<file path="src/rtl/hamming_counter_ctrl_if.sv">
// -----------------------------------------------------------------------------
// hamming_counter_ctrl_if
//   Command channel of the Hamming counter run controller. It carries a
//   valid/ready command handshake and the run configuration, which is sampled
//   when a START command is accepted.
//
//   cmd_valid  master->slave  command present
//   cmd_ready  slave->master  command accepted when cmd_valid && cmd_ready
//   cmd_op     master->slave  00 START, 01 STOP, 10 PAUSE, 11 RESUME
//   cfg_total  master->slave  enabled cycles per run
//   cfg_on     master->slave  burst length in enabled cycles (0 = continuous)
//   cfg_off    master->slave  gap length between bursts (0 = no gap)
// -----------------------------------------------------------------------------
interface hamming_counter_ctrl_if #(
  parameter int LEN_W = 16,
  parameter int BST_W = 8
) ();
  logic             cmd_valid;
  logic             cmd_ready;
  logic [1:0]       cmd_op;
  logic [LEN_W-1:0] cfg_total;
  logic [BST_W-1:0] cfg_on;
  logic [BST_W-1:0] cfg_off;

  modport master (
    output cmd_valid,
    output cmd_op,
    output cfg_total,
    output cfg_on,
    output cfg_off,
    input  cmd_ready
  );

  modport slave (
    input  cmd_valid,
    input  cmd_op,
    input  cfg_total,
    input  cfg_on,
    input  cfg_off,
    output cmd_ready
  );
endinterface

</file>
<file path="src/rtl/hamming_counter_ctrl.sv">
// -----------------------------------------------------------------------------
// hamming_counter_ctrl
//   Run controller for the 16-bit Hamming counter datapath. On START it clears
//   the counter, issues cfg_total enable cycles (optionally as cfg_on/cfg_off
//   bursts), captures the final counter value and pulses done.
//
//   clk         in   single clock, rising edge
//   rst         in   synchronous, active-high reset
//   cmd         if   command channel (slave side), see hamming_counter_ctrl_if
//   counter_in  in   counter value from the datapath
//   cnt_clr     out  one-cycle counter clear pulse
//   cnt_en      out  counter enable
//   busy        out  high in every state except IDLE
//   done        out  one-cycle pulse at end of run
//   result      out  counter_in captured in DONE, held until next capture
//   en_cycles   out  enable cycles issued in current/last run
// -----------------------------------------------------------------------------
module hamming_counter_ctrl #(
  parameter int LEN_W = 16,
  parameter int BST_W = 8,
  parameter int CNT_W = 16
) (
  input  logic                   clk,
  input  logic                   rst,
  hamming_counter_ctrl_if.slave  cmd,
  input  logic [CNT_W-1:0]       counter_in,
  output logic                   cnt_clr,
  output logic                   cnt_en,
  output logic                   busy,
  output logic                   done,
  output logic [CNT_W-1:0]       result,
  output logic [LEN_W-1:0]       en_cycles
);

  localparam logic [1:0] OP_START  = 2'b00;
  localparam logic [1:0] OP_STOP   = 2'b01;
  localparam logic [1:0] OP_PAUSE  = 2'b10;
  localparam logic [1:0] OP_RESUME = 2'b11;

  localparam logic [LEN_W-1:0] LEN_ZERO = {LEN_W{1'b0}};
  localparam logic [LEN_W-1:0] LEN_ONE  = {{(LEN_W-1){1'b0}}, 1'b1};
  localparam logic [BST_W-1:0] BST_ZERO = {BST_W{1'b0}};
  localparam logic [BST_W-1:0] BST_ONE  = {{(BST_W-1){1'b0}}, 1'b1};

  typedef enum logic [2:0] {
    ST_IDLE  = 3'd0,
    ST_CLEAR = 3'd1,
    ST_RUN   = 3'd2,
    ST_GAP   = 3'd3,
    ST_PAUSE = 3'd4,
    ST_DONE  = 3'd5
  } state_t;

  state_t           state;
  state_t           state_nxt;
  state_t           norm_nxt;      // where RUN/GAP would go if no command intervened
  state_t           resume_state;  // RUN or GAP to return to after PAUSE
  logic [LEN_W-1:0] total;
  logic [BST_W-1:0] on_len;
  logic [BST_W-1:0] off_len;
  logic [BST_W-1:0] burst_cnt;
  logic [BST_W-1:0] gap_cnt;
  logic             ready;

  logic cmd_acc;
  logic op_start;
  logic op_stop;
  logic op_pause;
  logic op_resume;
  logic en_last;
  logic burst_hit;
  logic gap_last;

  assign cmd.cmd_ready = ready;

  assign cmd_acc   = cmd.cmd_valid && ready;
  assign op_start  = cmd_acc && (cmd.cmd_op == OP_START);
  assign op_stop   = cmd_acc && (cmd.cmd_op == OP_STOP);
  assign op_pause  = cmd_acc && (cmd.cmd_op == OP_PAUSE);
  assign op_resume = cmd_acc && (cmd.cmd_op == OP_RESUME);

  // This RUN cycle issues the final enable of the run.
  assign en_last   = ((en_cycles + LEN_ONE) == total);
  // This RUN cycle completes a burst; never true in continuous mode.
  assign burst_hit = (on_len != BST_ZERO) && ((burst_cnt + BST_ONE) == on_len);
  // This GAP cycle is the last idle cycle of the gap.
  assign gap_last  = ((gap_cnt + BST_ONE) == off_len);

  // State register.
  always_ff @(posedge clk) begin
    if (rst) begin
      state <= ST_IDLE;
    end else begin
      state <= state_nxt;
    end
  end

  // Next-state logic; commands that do not apply to the current state fall through.
  always_comb begin
    norm_nxt  = state;
    state_nxt = state;
    case (state)
      ST_IDLE: begin
        if (op_start && (cmd.cfg_total != LEN_ZERO)) begin
          state_nxt = ST_CLEAR;
        end else begin
          state_nxt = ST_IDLE;
        end
      end
      ST_CLEAR: begin
        state_nxt = ST_RUN;
      end
      ST_RUN, ST_GAP: begin
        if (state == ST_RUN) begin
          if (en_last) begin
            norm_nxt = ST_DONE;
          end else if (burst_hit && (off_len != BST_ZERO)) begin
            norm_nxt = ST_GAP;
          end else begin
            norm_nxt = ST_RUN;
          end
        end else begin
          if (gap_last) begin
            norm_nxt = ST_RUN;
          end else begin
            norm_nxt = ST_GAP;
          end
        end
        // Completion beats PAUSE; the accepting cycle itself runs normally.
        if (op_stop) begin
          state_nxt = ST_DONE;
        end else if (op_pause && (norm_nxt != ST_DONE)) begin
          state_nxt = ST_PAUSE;
        end else begin
          state_nxt = norm_nxt;
        end
      end
      ST_PAUSE: begin
        if (op_stop) begin
          state_nxt = ST_DONE;
        end else if (op_resume) begin
          state_nxt = resume_state;
        end else begin
          state_nxt = ST_PAUSE;
        end
      end
      ST_DONE: begin
        state_nxt = ST_IDLE;
      end
      default: begin
        state_nxt = ST_IDLE;
      end
    endcase
  end

  // Output decode from the registered state only.
  always_comb begin
    cnt_clr = 1'b0;
    cnt_en  = 1'b0;
    busy    = 1'b1;
    done    = 1'b0;
    ready   = 1'b0;
    case (state)
      ST_IDLE: begin
        busy  = 1'b0;
        ready = 1'b1;
      end
      ST_CLEAR: begin
        cnt_clr = 1'b1;
      end
      ST_RUN: begin
        cnt_en = 1'b1;
        ready  = 1'b1;
      end
      ST_GAP: begin
        ready = 1'b1;
      end
      ST_PAUSE: begin
        ready = 1'b1;
      end
      ST_DONE: begin
        done = 1'b1;
      end
      default: begin
        busy = 1'b0;
      end
    endcase
  end

  // Run configuration, burst/gap counters, enable tally and result capture.
  always_ff @(posedge clk) begin
    if (rst) begin
      total        <= LEN_ZERO;
      on_len       <= BST_ZERO;
      off_len      <= BST_ZERO;
      burst_cnt    <= BST_ZERO;
      gap_cnt      <= BST_ZERO;
      en_cycles    <= LEN_ZERO;
      result       <= {CNT_W{1'b0}};
      resume_state <= ST_RUN;
    end else begin
      case (state)
        ST_IDLE: begin
          if (state_nxt == ST_CLEAR) begin
            total     <= cmd.cfg_total;
            on_len    <= cmd.cfg_on;
            off_len   <= cmd.cfg_off;
            burst_cnt <= BST_ZERO;
            gap_cnt   <= BST_ZERO;
            en_cycles <= LEN_ZERO;
          end
        end
        ST_RUN: begin
          en_cycles <= en_cycles + LEN_ONE;
          burst_cnt <= burst_hit ? BST_ZERO : (burst_cnt + BST_ONE);
        end
        ST_GAP: begin
          gap_cnt <= gap_last ? BST_ZERO : (gap_cnt + BST_ONE);
        end
        ST_DONE: begin
          // The counter already reflects the final enable here.
          result <= counter_in;
        end
        default: begin
        end
      endcase
      // Remember where the interrupted RUN/GAP cycle would have led.
      if ((state_nxt == ST_PAUSE) && (state != ST_PAUSE)) begin
        resume_state <= norm_nxt;
      end
    end
  end

endmodule
</file>
<file path="src/flat_wrapper.sv">
// flat-port wrapper written by rule: the top's interface ports become plain ports
module hamming_counter_ctrl_flat 
#(
  parameter int LEN_W = 16,
  parameter int BST_W = 8,
  parameter int CNT_W = 16
)
  (clk, rst, counter_in, cnt_clr, cnt_en, busy, done, result, en_cycles, cmd_cmd_valid, cmd_cmd_op, cmd_cfg_total, cmd_cfg_on, cmd_cfg_off, cmd_cmd_ready);
  hamming_counter_ctrl_if #(.LEN_W(LEN_W), .BST_W(BST_W)) cmd_i ();
  input  logic clk;
  input  logic rst;
  input  logic [CNT_W-1:0] counter_in;
  output logic cnt_clr;
  output logic cnt_en;
  output logic busy;
  output logic done;
  output logic [CNT_W-1:0] result;
  output logic [LEN_W-1:0] en_cycles;
  input wire logic [$bits(cmd_i.cmd_valid)-1:0] cmd_cmd_valid;
  input wire logic [$bits(cmd_i.cmd_op)-1:0] cmd_cmd_op;
  input wire logic [$bits(cmd_i.cfg_total)-1:0] cmd_cfg_total;
  input wire logic [$bits(cmd_i.cfg_on)-1:0] cmd_cfg_on;
  input wire logic [$bits(cmd_i.cfg_off)-1:0] cmd_cfg_off;
  output wire logic [$bits(cmd_i.cmd_ready)-1:0] cmd_cmd_ready;
  assign cmd_i.cmd_valid = cmd_cmd_valid;
  assign cmd_i.cmd_op = cmd_cmd_op;
  assign cmd_i.cfg_total = cmd_cfg_total;
  assign cmd_i.cfg_on = cmd_cfg_on;
  assign cmd_i.cfg_off = cmd_cfg_off;
  assign cmd_cmd_ready = cmd_i.cmd_ready;
  hamming_counter_ctrl #(.LEN_W(LEN_W), .BST_W(BST_W), .CNT_W(CNT_W)) u_core (.clk(clk), .rst(rst), .cmd(cmd_i), .counter_in(counter_in), .cnt_clr(cnt_clr), .cnt_en(cnt_en), .busy(busy), .done(done), .result(result), .en_cycles(en_cycles));
endmodule
</file>
<file path="config.mk">
export PLATFORM = sky130hd
export DESIGN_NAME = hamming_counter_ctrl_flat
export DESIGN_NICKNAME = d
export VERILOG_FILES = /design/src/rtl/hamming_counter_ctrl_if.sv /design/src/rtl/hamming_counter_ctrl.sv /design/src/flat_wrapper.sv
export SDC_FILE = /design/constraint.sdc
export NUM_CORES = 1
export LEC_CHECK = 0
export BUFFER_PORTS_ARGS = -buffer_cell sky130_fd_sc_hd__buf_2
export CORE_ASPECT_RATIO = 1.75
export CORE_MARGIN = 5
export CORE_UTILIZATION = 30
export DETAILED_ROUTE_END_ITERATION = 12
export SLEW_MARGIN = 20
export SYNTH_ARGS = -nofsm -noshare
export SYNTH_HDL_FRONTEND = slang
export SYNTH_SLANG_ARGS = --single-unit
</file>
<file path="constraint.sdc">
create_clock -name clk -period 3.15 [get_ports clk]
set_input_delay 0.1575 -clock clk [delete_from_list [all_inputs] [get_ports clk]]
set_output_delay 0.1575 -clock clk [all_outputs]
set_load 0.02 [all_outputs]
</file>
==> results_dict.tcl <==
set metrics [dict create \
    synth_ff_type "sky130_fd_sc_hd__dfxtp_1" \
    synth.ff_latch_count 86 \
    hpwlAfterDp_mm 9.42 \
    vdd.ir_drop.worst_mv 0.277 \
    drt_first_pass_iters 4 \
    final_layout_size_suffix_gt1_share_pct 19.1 \
    numClockSinks 86 \
    synth_largest_area_cell "sky130_fd_sc_hd__dfxtp_1" \
    fmax_mhz 362 \
    vias 4254 \
    seq_area_frac_synth_pct 38.4 \
    synth_top_cell_area_share_pct 38.4 \
    place.gp.congestion 0.827 \
    endpoint_arrival_time_on_the_critical_path_ps 3010 \
    postCtsSetupRepairBufs 0 \
    critical_path_peak_fanout 14 \
    ctsHtreeMaxLevel 3 \
    hp-class "in -> reg" \
    post_synth_inst_count 546 \
    detail_routed_net_length_per_standard_cell_um 15.4 \
    end_kind "flip-flop" \
    finalSetupTns_ps 0 \
    groute.usage.overall_pct 14.3 \
    area_growth_pct 19.3 \
    drc 0 \
    routed_via_density 5.28 \
    clk_latency_ps 340 \
    global_route.overflow_total 0 \
    post_synthesis_cell_type_count 56 \
    grt_antenna_before_repair 0 \
    synth_edf_count 0 \
    postSynthNetCount 602 \
    post_cts_resized 0 \
    timing.slew.headroom_pct 30.1 \
    nNetsFinal 674 \
    clock_tree_from_tritoncts "built" \
    port_bufs 89 \
    worst_pin_slew_ps 1040 \
    fin_crit_sh_pct 87.7 \
    number_of_global_route_vias_before_repair 4182 \
    power.leakage_nw 2.27 \
    grt_max_degree 53 \
    final.min_clock_period_ps 2760 \
    route.antenna.remaining_nets 0 \
    hold_buffers 0 \
    timing_max_transition_violations_final 0 \
    cp.required_ps 3400 \
    max_capacitance_violation_total 0 \
    clock_tree.buffer_depth 2 \
    wirelength_mm 12.4 \
    die_area_um2 17600 \
    floorplan.core_area_um2 14800 \
    outcome "finished, final reports clean" \
    cts_made_buffers 9 \
    unrepaired_setup_endpoints_after_global_routing "no" \
    cts_root_buffer "sky130_fd_sc_hd__clkbuf_16" \
    launching_element_type_of_the_critical_path "flip-flop" \
    cts.clk_slew.worst_paths_ps 60 \
    ios 90 \
    floorplan.initialDensity_pct 30.4 \
    num_antenna_cells 0 \
    detailedPlace.worstSlack_ps 417 \
    clock-skew-final_ps 6.27 \
    synth_area_leaders "sky130_fd_sc_hd__dfxtp_1, sky130_fd_sc_hd__mux2i_1, sky130_fd_sc_hd__nor2_1" \
    post_synth.cell_area_avg_um2 8.21 \
    row_count 59 \
    final_hold_viol_count 0 \
    power.density_nw_per_um2 444 \
    finish.utilization_pct 36.2 \
    drt_first_iter_violations 268 \
    yosys_warnings 0 \
    place_inst 790 \
    hold_ws_ps 51.1 \
    grt_pass1_wl_mm 20.2 \
    synth_async_sr_flop_share_pct 0 \
    netlist_area_um2 4480 \
    filler_cell_count 1524 \
    timing.setup.critical_path_class "reg -> reg" \
    finalNonFillerCells 806 \
    die_width_um 102 \
    timing.final.setup_violations 0 \
    final_critical_path_setup_slack_ps 387 \
    die_y_um 172 \
]
## worst max-delay path, cell delays in order, from the launching register on
cell and delay (ps):
sky130_fd_sc_hd__dfxtp_1 430, sky130_fd_sc_hd__ha_1 320, sky130_fd_sc_hd__nand3_1 210, sky130_fd_sc_hd__o21ai_0 230
sky130_fd_sc_hd__a22oi_1 110, sky130_fd_sc_hd__a31oi_1 850, sky130_fd_sc_hd__o21ai_0 220, sky130_fd_sc_hd__a311oi_1 290
## per-stage QoR
stage / area (um^2) / power, mW
floorplan: 4480 / 1.31
global placement: 5070 / 1.40
detailed placement: 5070 / 1.40
CTS: 5350 / 2.39
global route: 5350 / 2.47
finish: 5350 / 2.38
## placed cells by master, fill, tap and decap left out, types with 5 or more instances in the layout
cell type / synthesis / final
sky130_fd_sc_hd__nand3_1: 12 / 12
sky130_fd_sc_hd__nor3_1: 18 / 18
sky130_fd_sc_hd__a311oi_1: 14 / 14
sky130_fd_sc_hd__clkbuf_16: 0 / 9
sky130_fd_sc_hd__nand2_1: 63 / 63
sky130_fd_sc_hd__buf_4: 0 / 7
sky130_fd_sc_hd__mux2i_1: 33 / 33
sky130_fd_sc_hd__nor2_1: 64 / 64
sky130_fd_sc_hd__nand4_1: 11 / 11
sky130_fd_sc_hd__a21oi_1: 46 / 46
sky130_fd_sc_hd__and4_1: 5 / 5
sky130_fd_sc_hd__o21ai_0: 21 / 21
sky130_fd_sc_hd__xor2_1: 16 / 16
sky130_fd_sc_hd__o211ai_1: 6 / 6
sky130_fd_sc_hd__inv_1: 6 / 6
sky130_fd_sc_hd__nor4_1: 10 / 10
sky130_fd_sc_hd__nor3b_1: 6 / 6
sky130_fd_sc_hd__or3_1: 7 / 7
sky130_fd_sc_hd__buf_2: 6 / 89
sky130_fd_sc_hd__xnor2_1: 22 / 22
sky130_fd_sc_hd__a31oi_1: 5 / 5
sky130_fd_sc_hd__dfxtp_1: 86 / 86
sky130_fd_sc_hd__nand2b_1: 6 / 6
## metal layers
metal / vias up / wire (um) / GRT usage, %
met5: - / 0 / 0
met4: 0 / 474 / 7.54
met3: 32 / 510 / 1.87
met2: 109 / 6600 / 26.3
met1: 2001 / 4830 / 15.5
li1: 2112 / - / -
## kinds of logic (layout without fill, tap and decap cells)
kind of cell	count (synthesis)	in the layout	share of synthesized area (%)
AOI/OAI and AO/OA	119	119	17.7
xor gates and xnor gates	38	38	7.42
adders and majority gates	3	3	0.837
buffers and inverters	42	119	3.68
DFF	86	86	38.4
muxes	34	34	7.62
and+or+nand+nor	224	224	24.4
## registers in the layout, summed over array words and instances, names as in the netlist
register             count
u_core.gap_cnt           8
u_core.burst_cnt         8
u_core.state             3
u_core.on_len            8
u_core.resume_state      3
u_core.en_cycles        16
u_core.off_len           8
u_core.result           16
u_core.total            16
## power by group
part,switching [mW],internal [mW]
registers,0.0235,1.11
logic,0.143,0.101
clock network,0.445,0.557
## path summary, 6_finish.rpt
kind,startpoint,end,slack (ps),depth (start not counted)
min reg2reg,u_core.result[6],u_core.result[6],450,2
max reg2reg,u_core.gap_cnt[0],u_core.gap_cnt[6],390,7
max,u_core.gap_cnt[0],u_core.gap_cnt[6],390,7
min,counter_in[1],u_core.result[1],50,3
## area by class of cell
class | instances | area (um^2) | area share (%)
Multi-Input combinational cell | 418 | 2600 | 48.6
Sequential cell | 86 | 1720 | 32.2
Timing Repair Buffer | 96 | 498 | 9.31
Clock buffer | 11 | 243 | 4.54
Tap cell | 183 | 229 | 4.28
Clock inverter | 5 | 33.8 | 0.632
Inverter | 7 | 26.3 | 0.491
## Yosys cell counts (2+ instances only)
| cell type | instances |
|---|---|
| sky130_fd_sc_hd__nand2_1 | 63 |
| sky130_fd_sc_hd__nand3_2 | 2 |
| sky130_fd_sc_hd__a41oi_1 | 2 |
| sky130_fd_sc_hd__nand3_1 | 12 |
| sky130_fd_sc_hd__o21ai_0 | 21 |
| sky130_fd_sc_hd__and3b_1 | 2 |
| sky130_fd_sc_hd__a311oi_1 | 14 |
| sky130_fd_sc_hd__o311a_1 | 4 |
| sky130_fd_sc_hd__mux2i_1 | 33 |
| sky130_fd_sc_hd__and3_1 | 4 |
| sky130_fd_sc_hd__or3_1 | 7 |
| sky130_fd_sc_hd__and2_1 | 2 |
| sky130_fd_sc_hd__nor2b_1 | 4 |
| sky130_fd_sc_hd__a21oi_1 | 46 |
| sky130_fd_sc_hd__a211oi_1 | 2 |
| sky130_fd_sc_hd__inv_1 | 6 |
| sky130_fd_sc_hd__nor3b_1 | 6 |
| sky130_fd_sc_hd__clkbuf_1 | 26 |
| sky130_fd_sc_hd__a22oi_1 | 2 |
| sky130_fd_sc_hd__o211ai_1 | 6 |
| sky130_fd_sc_hd__nor2_1 | 64 |
| sky130_fd_sc_hd__xnor2_1 | 22 |
| sky130_fd_sc_hd__ha_1 | 3 |
| sky130_fd_sc_hd__dfxtp_1 | 86 |
| sky130_fd_sc_hd__buf_1 | 3 |
| sky130_fd_sc_hd__o2111ai_1 | 2 |
| sky130_fd_sc_hd__nor3_1 | 18 |
| sky130_fd_sc_hd__nand4_1 | 11 |
| sky130_fd_sc_hd__xor2_1 | 16 |
| sky130_fd_sc_hd__buf_2 | 6 |
| sky130_fd_sc_hd__nand2b_1 | 6 |
| sky130_fd_sc_hd__and4_1 | 5 |
| sky130_fd_sc_hd__a21o_1 | 4 |
| sky130_fd_sc_hd__nor4_1 | 10 |
| sky130_fd_sc_hd__a31oi_1 | 5 |
Power figures use the tool's default switching activity.
